--- config.mk ---
export PLATFORM = sky130hd
export DESIGN_NAME = pipe_pattern_check
export DESIGN_NICKNAME = d
export VERILOG_FILES = /design/src/rtl/pipe_pattern_check.sv
export SDC_FILE = /design/constraint.sdc
export NUM_CORES = 1
export LEC_CHECK = 0
export CAP_MARGIN = 5
export CORE_MARGIN = 10
export CORE_UTILIZATION = 51
export DETAILED_ROUTE_END_ITERATION = 12
export GPL_TIMING_DRIVEN = 0
export HOLD_SLACK_MARGIN = 0.08
export PLACE_DENSITY = 0.73
export SYNTH_ARGS = -nofsm -noshare
export SYNTH_HDL_FRONTEND = slang
export SYNTH_SLANG_ARGS = --single-unit
--- constraint.sdc ---
create_clock -name clk -period 2.49 [get_ports clk]
set_clock_uncertainty 0.2 [all_clocks]
set_input_delay 0.498 -clock clk [delete_from_list [all_inputs] [get_ports clk]]
set_output_delay 0.498 -clock clk [all_outputs]
set_load 0.02 [all_outputs]
--- src/rtl/pipe_pattern_check.sv ---
// Pipe-in pattern checker and pipe-out pattern generator with throttling.
// Optional first-error capture is built when PIPE_CHECK_FIRST_ERR_EN is defined.
//
// Ports:
//   clk, reset_n (async, active low), restart (sync, one cycle)
//   mode        : 0 counter, 1 LFSR, 2 walking-one, 3 checkerboard
//   in_write / in_data / in_ready    : pipe-in endpoint side
//   out_read / out_data / out_valid  : pipe-out endpoint side
//   error_count : saturating mismatch count
//   word_count  : accepted pipe-in words, wraps
//   overrun / underrun : sticky protocol violation flags
//   first_err_index / first_err_data : first mismatch capture (optional)

module pipe_throttle #(
    parameter int BLOCK_SIZE = 256,
    parameter int GAP_CYCLES = 0
) (
    input  logic clk,
    input  logic reset_n,
    input  logic init,
    input  logic xfer,
    output logic ready
);
    typedef enum logic {RUN, GAP} state_t;

    localparam logic [31:0] BLK_LAST = 32'(BLOCK_SIZE - 1);
    localparam logic [31:0] GAP_LAST = 32'(GAP_CYCLES - 1);
    localparam bit THROTTLE = (GAP_CYCLES > 0);

    state_t      state;
    logic [31:0] blk_cnt;
    logic [31:0] gap_cnt;

    // ready is held low until the first clock after reset so that the
    // pattern state has been loaded before any transfer is allowed.
    always_ff @(posedge clk or negedge reset_n) begin
        if (!reset_n) begin
            state   <= RUN;
            blk_cnt <= '0;
            gap_cnt <= '0;
            ready   <= 1'b0;
        end else if (init) begin
            state   <= RUN;
            blk_cnt <= '0;
            gap_cnt <= '0;
            ready   <= 1'b1;
        end else begin
            unique case (state)
                RUN: begin
                    if (xfer) begin
                        if (blk_cnt == BLK_LAST) begin
                            blk_cnt <= '0;
                            if (THROTTLE) begin
                                state   <= GAP;
                                gap_cnt <= '0;
                                ready   <= 1'b0;
                            end
                        end else begin
                            blk_cnt <= blk_cnt + 32'd1;
                        end
                    end
                end
                GAP: begin
                    if (gap_cnt == GAP_LAST) begin
                        state <= RUN;
                        ready <= 1'b1;
                    end else begin
                        gap_cnt <= gap_cnt + 32'd1;
                    end
                end
                default: state <= RUN;
            endcase
        end
    end
endmodule

module pipe_pattern_check #(
    parameter int          DATA_WIDTH = 16,
    parameter int          ERR_WIDTH  = 16,
    parameter int          BLOCK_SIZE = 256,
    parameter int          GAP_CYCLES = 0,
    parameter logic [31:0] SEED       = 32'h0000_0001
) (
    input  logic                  clk,
    input  logic                  reset_n,
    input  logic                  restart,
    input  logic [1:0]            mode,
    input  logic                  in_write,
    input  logic [DATA_WIDTH-1:0] in_data,
    output logic                  in_ready,
    input  logic                  out_read,
    output logic [DATA_WIDTH-1:0] out_data,
    output logic                  out_valid,
    output logic [ERR_WIDTH-1:0]  error_count,
    output logic [31:0]           word_count,
    output logic                  overrun,
    output logic                  underrun,
    output logic [31:0]           first_err_index,
    output logic [DATA_WIDTH-1:0] first_err_data
);
    localparam logic [DATA_WIDTH-1:0] ONE_W = DATA_WIDTH'(1);
    localparam logic [ERR_WIDTH-1:0]  ONE_E = ERR_WIDTH'(1);

    // State is 32 bits wide for every pattern because the LFSR needs the
    // full register; the other patterns only use the low DATA_WIDTH bits.
    function automatic logic [31:0] pat_init(input logic [1:0] m);
        logic [31:0] r;
        r = '0;
        unique case (m)
            2'd0: r = '0;
            2'd1: r = SEED;
            2'd2: r = 32'd1;
            2'd3: r[DATA_WIDTH-1:0] = {(DATA_WIDTH/2){2'b10}};
            default: r = '0;
        endcase
        return r;
    endfunction

    function automatic logic [31:0] pat_next(input logic [1:0]  m,
                                             input logic [31:0] s);
        logic [DATA_WIDTH-1:0] v;
        logic [31:0]           r;
        v = s[DATA_WIDTH-1:0];
        r = '0;
        unique case (m)
            2'd0: r[DATA_WIDTH-1:0] = v + ONE_W;
            2'd1: r = {s[30:0], s[31] ^ s[21] ^ s[1] ^ s[0]};
            2'd2: r[DATA_WIDTH-1:0] = {v[DATA_WIDTH-2:0], v[DATA_WIDTH-1]};
            2'd3: r[DATA_WIDTH-1:0] = ~v;
            default: r = '0;
        endcase
        return r;
    endfunction

    logic        boot;
    logic        init;
    logic [1:0]  mode_q;
    logic [31:0] gen_st;
    logic [31:0] chk_st;
    logic        in_fire;
    logic        out_fire;
    logic        mismatch;

    // boot makes the first clock after reset behave like a restart, so the
    // mode pin is sampled synchronously rather than inside the async reset.
    assign init     = boot | restart;
    assign in_fire  = in_write & in_ready;
    assign out_fire = out_read & out_valid;
    assign mismatch = in_data != chk_st[DATA_WIDTH-1:0];
    assign out_data = gen_st[DATA_WIDTH-1:0];

    pipe_throttle #(
        .BLOCK_SIZE (BLOCK_SIZE),
        .GAP_CYCLES (GAP_CYCLES)
    ) u_in_thr (
        .clk     (clk),
        .reset_n (reset_n),
        .init    (init),
        .xfer    (in_fire),
        .ready   (in_ready)
    );

    pipe_throttle #(
        .BLOCK_SIZE (BLOCK_SIZE),
        .GAP_CYCLES (GAP_CYCLES)
    ) u_out_thr (
        .clk     (clk),
        .reset_n (reset_n),
        .init    (init),
        .xfer    (out_fire),
        .ready   (out_valid)
    );

    always_ff @(posedge clk or negedge reset_n) begin
        if (!reset_n) begin
            boot        <= 1'b1;
            mode_q      <= 2'd0;
            gen_st      <= '0;
            chk_st      <= '0;
            error_count <= '0;
            word_count  <= '0;
            overrun     <= 1'b0;
            underrun    <= 1'b0;
        end else if (init) begin
            boot        <= 1'b0;
            mode_q      <= mode;
            gen_st      <= pat_init(mode);
            chk_st      <= pat_init(mode);
            error_count <= '0;
            word_count  <= '0;
            overrun     <= 1'b0;
            underrun    <= 1'b0;
        end else begin
            if (out_fire) begin
                gen_st <= pat_next(mode_q, gen_st);
            end
            if (out_read && !out_valid) begin
                underrun <= 1'b1;
            end
            if (in_fire) begin
                chk_st     <= pat_next(mode_q, chk_st);
                word_count <= word_count + 32'd1;
                if (mismatch && (error_count != '1)) begin
                    error_count <= error_count + ONE_E;
                end
            end
            if (in_write && !in_ready) begin
                overrun <= 1'b1;
            end
        end
    end

`ifdef PIPE_CHECK_FIRST_ERR_EN
    logic err_seen;

    always_ff @(posedge clk or negedge reset_n) begin
        if (!reset_n) begin
            err_seen        <= 1'b0;
            first_err_index <= '0;
            first_err_data  <= '0;
        end else if (init) begin
            err_seen        <= 1'b0;
            first_err_index <= '0;
            first_err_data  <= '0;
        end else if (in_fire && mismatch && !err_seen) begin
            err_seen        <= 1'b1;
            first_err_index <= word_count;
            first_err_data  <= in_data;
        end
    end
`else
    assign first_err_index = '0;
    assign first_err_data  = '0;
`endif

endmodule

==> reports/summary.txt <==
First-pass GRT wire length -> 52.0 mm
Clock buffer depth -> 2
Max VDD drop -> 0.000461 V
Post-Place Cells -> 1661
Inserted Diodes -> 0
Largest net degree at the start of global routing -> 121
Design Area, Final -> 13400 um^2
Max-slew violation count -> 0
Path type of the worst min-delay path -> reg2reg
Port Buffer Count -> 90
Leakage -> 5.41 nW
Die Wd -> 167 um
Combinational share of power -> 0.132
CP startpoint kind -> register
Crit share post-route -> 0.974
DR vias/cell -> 6.07
Post-Synthesis Cells -> 1247
Sw frac -> 0.277
Fin nets -> 1435
Io pins -> 139
DRT iter0 DRCs -> 999
WS Path Type -> reg2reg
Int Pwr -> 4.95 mW
Most used DFF post-synth -> dfrtp_1
Clock Pin Slew Worst Setup and Hold Paths -> 70 ps
Largest family of logic cells by synthesized area -> simple AND/OR/NAND/NOR gates
Core Rows -> 53
Arr. time, crit path -> 2590 ps
Die Y-Extent -> 167 um
Synth cell count leaders -> dfrtp_1, nand2_1, a21oi_1
Synth Area in Compound Gates -> 0.181
Synth-to-layout area growth -> 21.3%
Pre-CTS WS -> -1180 ps
DRC errors left -> 0
Initial antenna violation count -> 0
Final WS setup -> 65.9 ps
Net load switching power -> 1.89 mW
Setup violations, final -> 0
Fraction of registers with async set/reset -> 1.00
Worst Max-Slew Pin Slew -> 771 ps
TritonCTS clock tree -> built
Clock Sinks -> 185
Count leader, synth -> dfrtp_1
Sequential power share -> 0.459
Critical Path Sink Type -> register
Utilization after layout -> 0.633
Area contributors post-synth -> dfrtp_1, buf_4, nand2_1
Die area -> 27900 um^2
H-tree levels -> 4
WL final -> 32.2 mm
Worst Path Required -> 2660 ps
Avg Cell Area, Syn -> 8.86 um^2
Total power -> 6.84 mW
Yosys warnings -> 0
Avg WL per Cell -> 19.0 um
Power per cell area -> 510 nW/um^2
CP Max Fanout -> 7
Number of synthesized flops with an enable pin -> 0
Clk pwr share -> 0.409
Cell Area, Synth -> 11000 um^2
TNS Setup -> 0 ps
Final ANT Viol Nets -> 0
Area share of the largest cell type after synthesis -> 0.417
Slew headroom -> 0.484
Sequential fraction of the synthesis area -> 0.419
Total gr overflow -> 0
Core area -> 21200 um^2
Layout cell share with drive strength beyond 1 -> 0.138
Seq cells post-synth -> 185
Worst hold margin -> 285 ps
Clock insertion delay at the later pin of the skew report -> 440 ps
Via Count -> 10300
Post-Place Cell Area -> 12500 um^2
Post-Synth XOR/XNOR Area -> 0.0417
Min Tclk post-route -> 2420 ps
GRT Util Overall -> 0.222
Simple-gate share of the synthesized area -> 0.239
Status -> complete, no violations
Distinct cells, synth -> 69
Fin cells -> 1693
Drt first pass iters -> 6
RePlAce Congestion -> 0.943
Initial Utilization -> 0.522
Fmax -> 413 MHz
Synth Area in Adders -> 0.00793
Post-synth top area cell -> dfrtp_1
Post-synthesis mux area share -> 0.0304
HPWL after DPL -> 22.2 mm
Clock Tree Root -> clkbuf_16
Vias in the first global route -> 9641
Number of CTS-inserted buffers -> 17
Max-Cap Viols -> 0
Hold Vio Cnt, Final -> 0
critical path, cell delays in order (launching register included):
cell	delay [ps]
dfrtp_1	390
ha_4	170
nand2_2	80
or3_4	380
or4_4	530
buf_6	150
or3_1	320
a21oi_2	140
registers in the layout, indices dropped and copies added (netlist names):
name,count
u_out_thr.gap_cnt,32
u_out_thr.ready,1
gen_st,32
u_in_thr.ready,1
underrun,1
u_in_thr.gap_cnt,32
error_count,16
overrun,1
boot,1
u_out_thr.state,1
u_in_thr.state,1
chk_st,32
mode_q,2
word_count,32
logic make-up (layout without fill, tap and decap cells):
group	Yosys count	count (layout)
and+or+nand+nor	495	495
AOI/OAI and AO/OA	302	302
DFF	185	185
buffers and inverters	173	296
xor gates and xnor gates	51	51
muxes	33	33
adders and majority gates	7	7
other	1	49
worst paths after layout:
check	depth (start not counted)	start	endpoint	slack, ps
max in group asynchronous	3	reset_n	u_in_thr.gap_cnt[10]	670
min reg2reg	1	u_in_thr.gap_cnt[15]	u_in_thr.gap_cnt[15]	280
min in group asynchronous	2	reset_n	gen_st[22]	380
max	7	u_in_thr.gap_cnt[1]	u_in_thr.gap_cnt[26]	70
min	1	u_in_thr.gap_cnt[15]	u_in_thr.gap_cnt[15]	280
max reg2reg	7	u_in_thr.gap_cnt[1]	u_in_thr.gap_cnt[26]	70
cell type report:
cell class | count | area, um^2
Tap cell | 275 | 344
Clock inverter | 12 | 139
Timing Repair Buffer | 104 | 1040
Fill cell | 1839 | 7750
Buffer | 134 | 811
Multi-Input combinational cell | 937 | 5880
Inverter | 26 | 97.6
Sequential cell | 185 | 4640
Clock buffer | 20 | 457
layout by cell type, fill, tap and decap left out, drive strengths merged, types with 10 or more instances in the layout:
master         instances
nor2                  77
nand4                 37
or3                   47
mux2i                 29
buf                   88
xnor2                 35
clkdlybuf4s50         88
nor4                  28
nand3                 46
nand2                115
o211ai                10
or4                   34
dfrtp                184
o31ai                 26
a31oi                 17
xor2                  15
a22o                  32
nor3                  26
o21ai                 69
inv                   29
a21oi                 82
and3                  21
nor2b                 22
conb                  49
clkbuf                80
power by group through the flow:
stage,clock network (mW),registers [mW],logic [mW]
after floorplan,0,3.15,0.598
after global routing,2.96,3.15,0.982
final,2.80,3.14,0.902
after global placement,0,3.17,0.891
after detailed placement,0,3.16,0.908
after CTS,2.83,3.11,0.923
per-layer routing:
metal  wire length [um]  vias to the layer above  track usage
met5                  0                        -            0
met4                606                        0       0.0666
met3               2740                       59       0.0452
met2              15300                      468        0.355
met1              13600                     4934        0.297
li1                   -                     4814            -
repair_timing:
item                                    in CTS  in global routing
endpoints found under the setup margin     153                122
pin swaps                                    2                 10
resized for setup                           44                 46
cloned                                       0                  0
buffers inserted                             6                  6
hold buffers                                 1                  0
endpoints found under the hold margin       65                  0
Power figures use the tool's default switching activity.
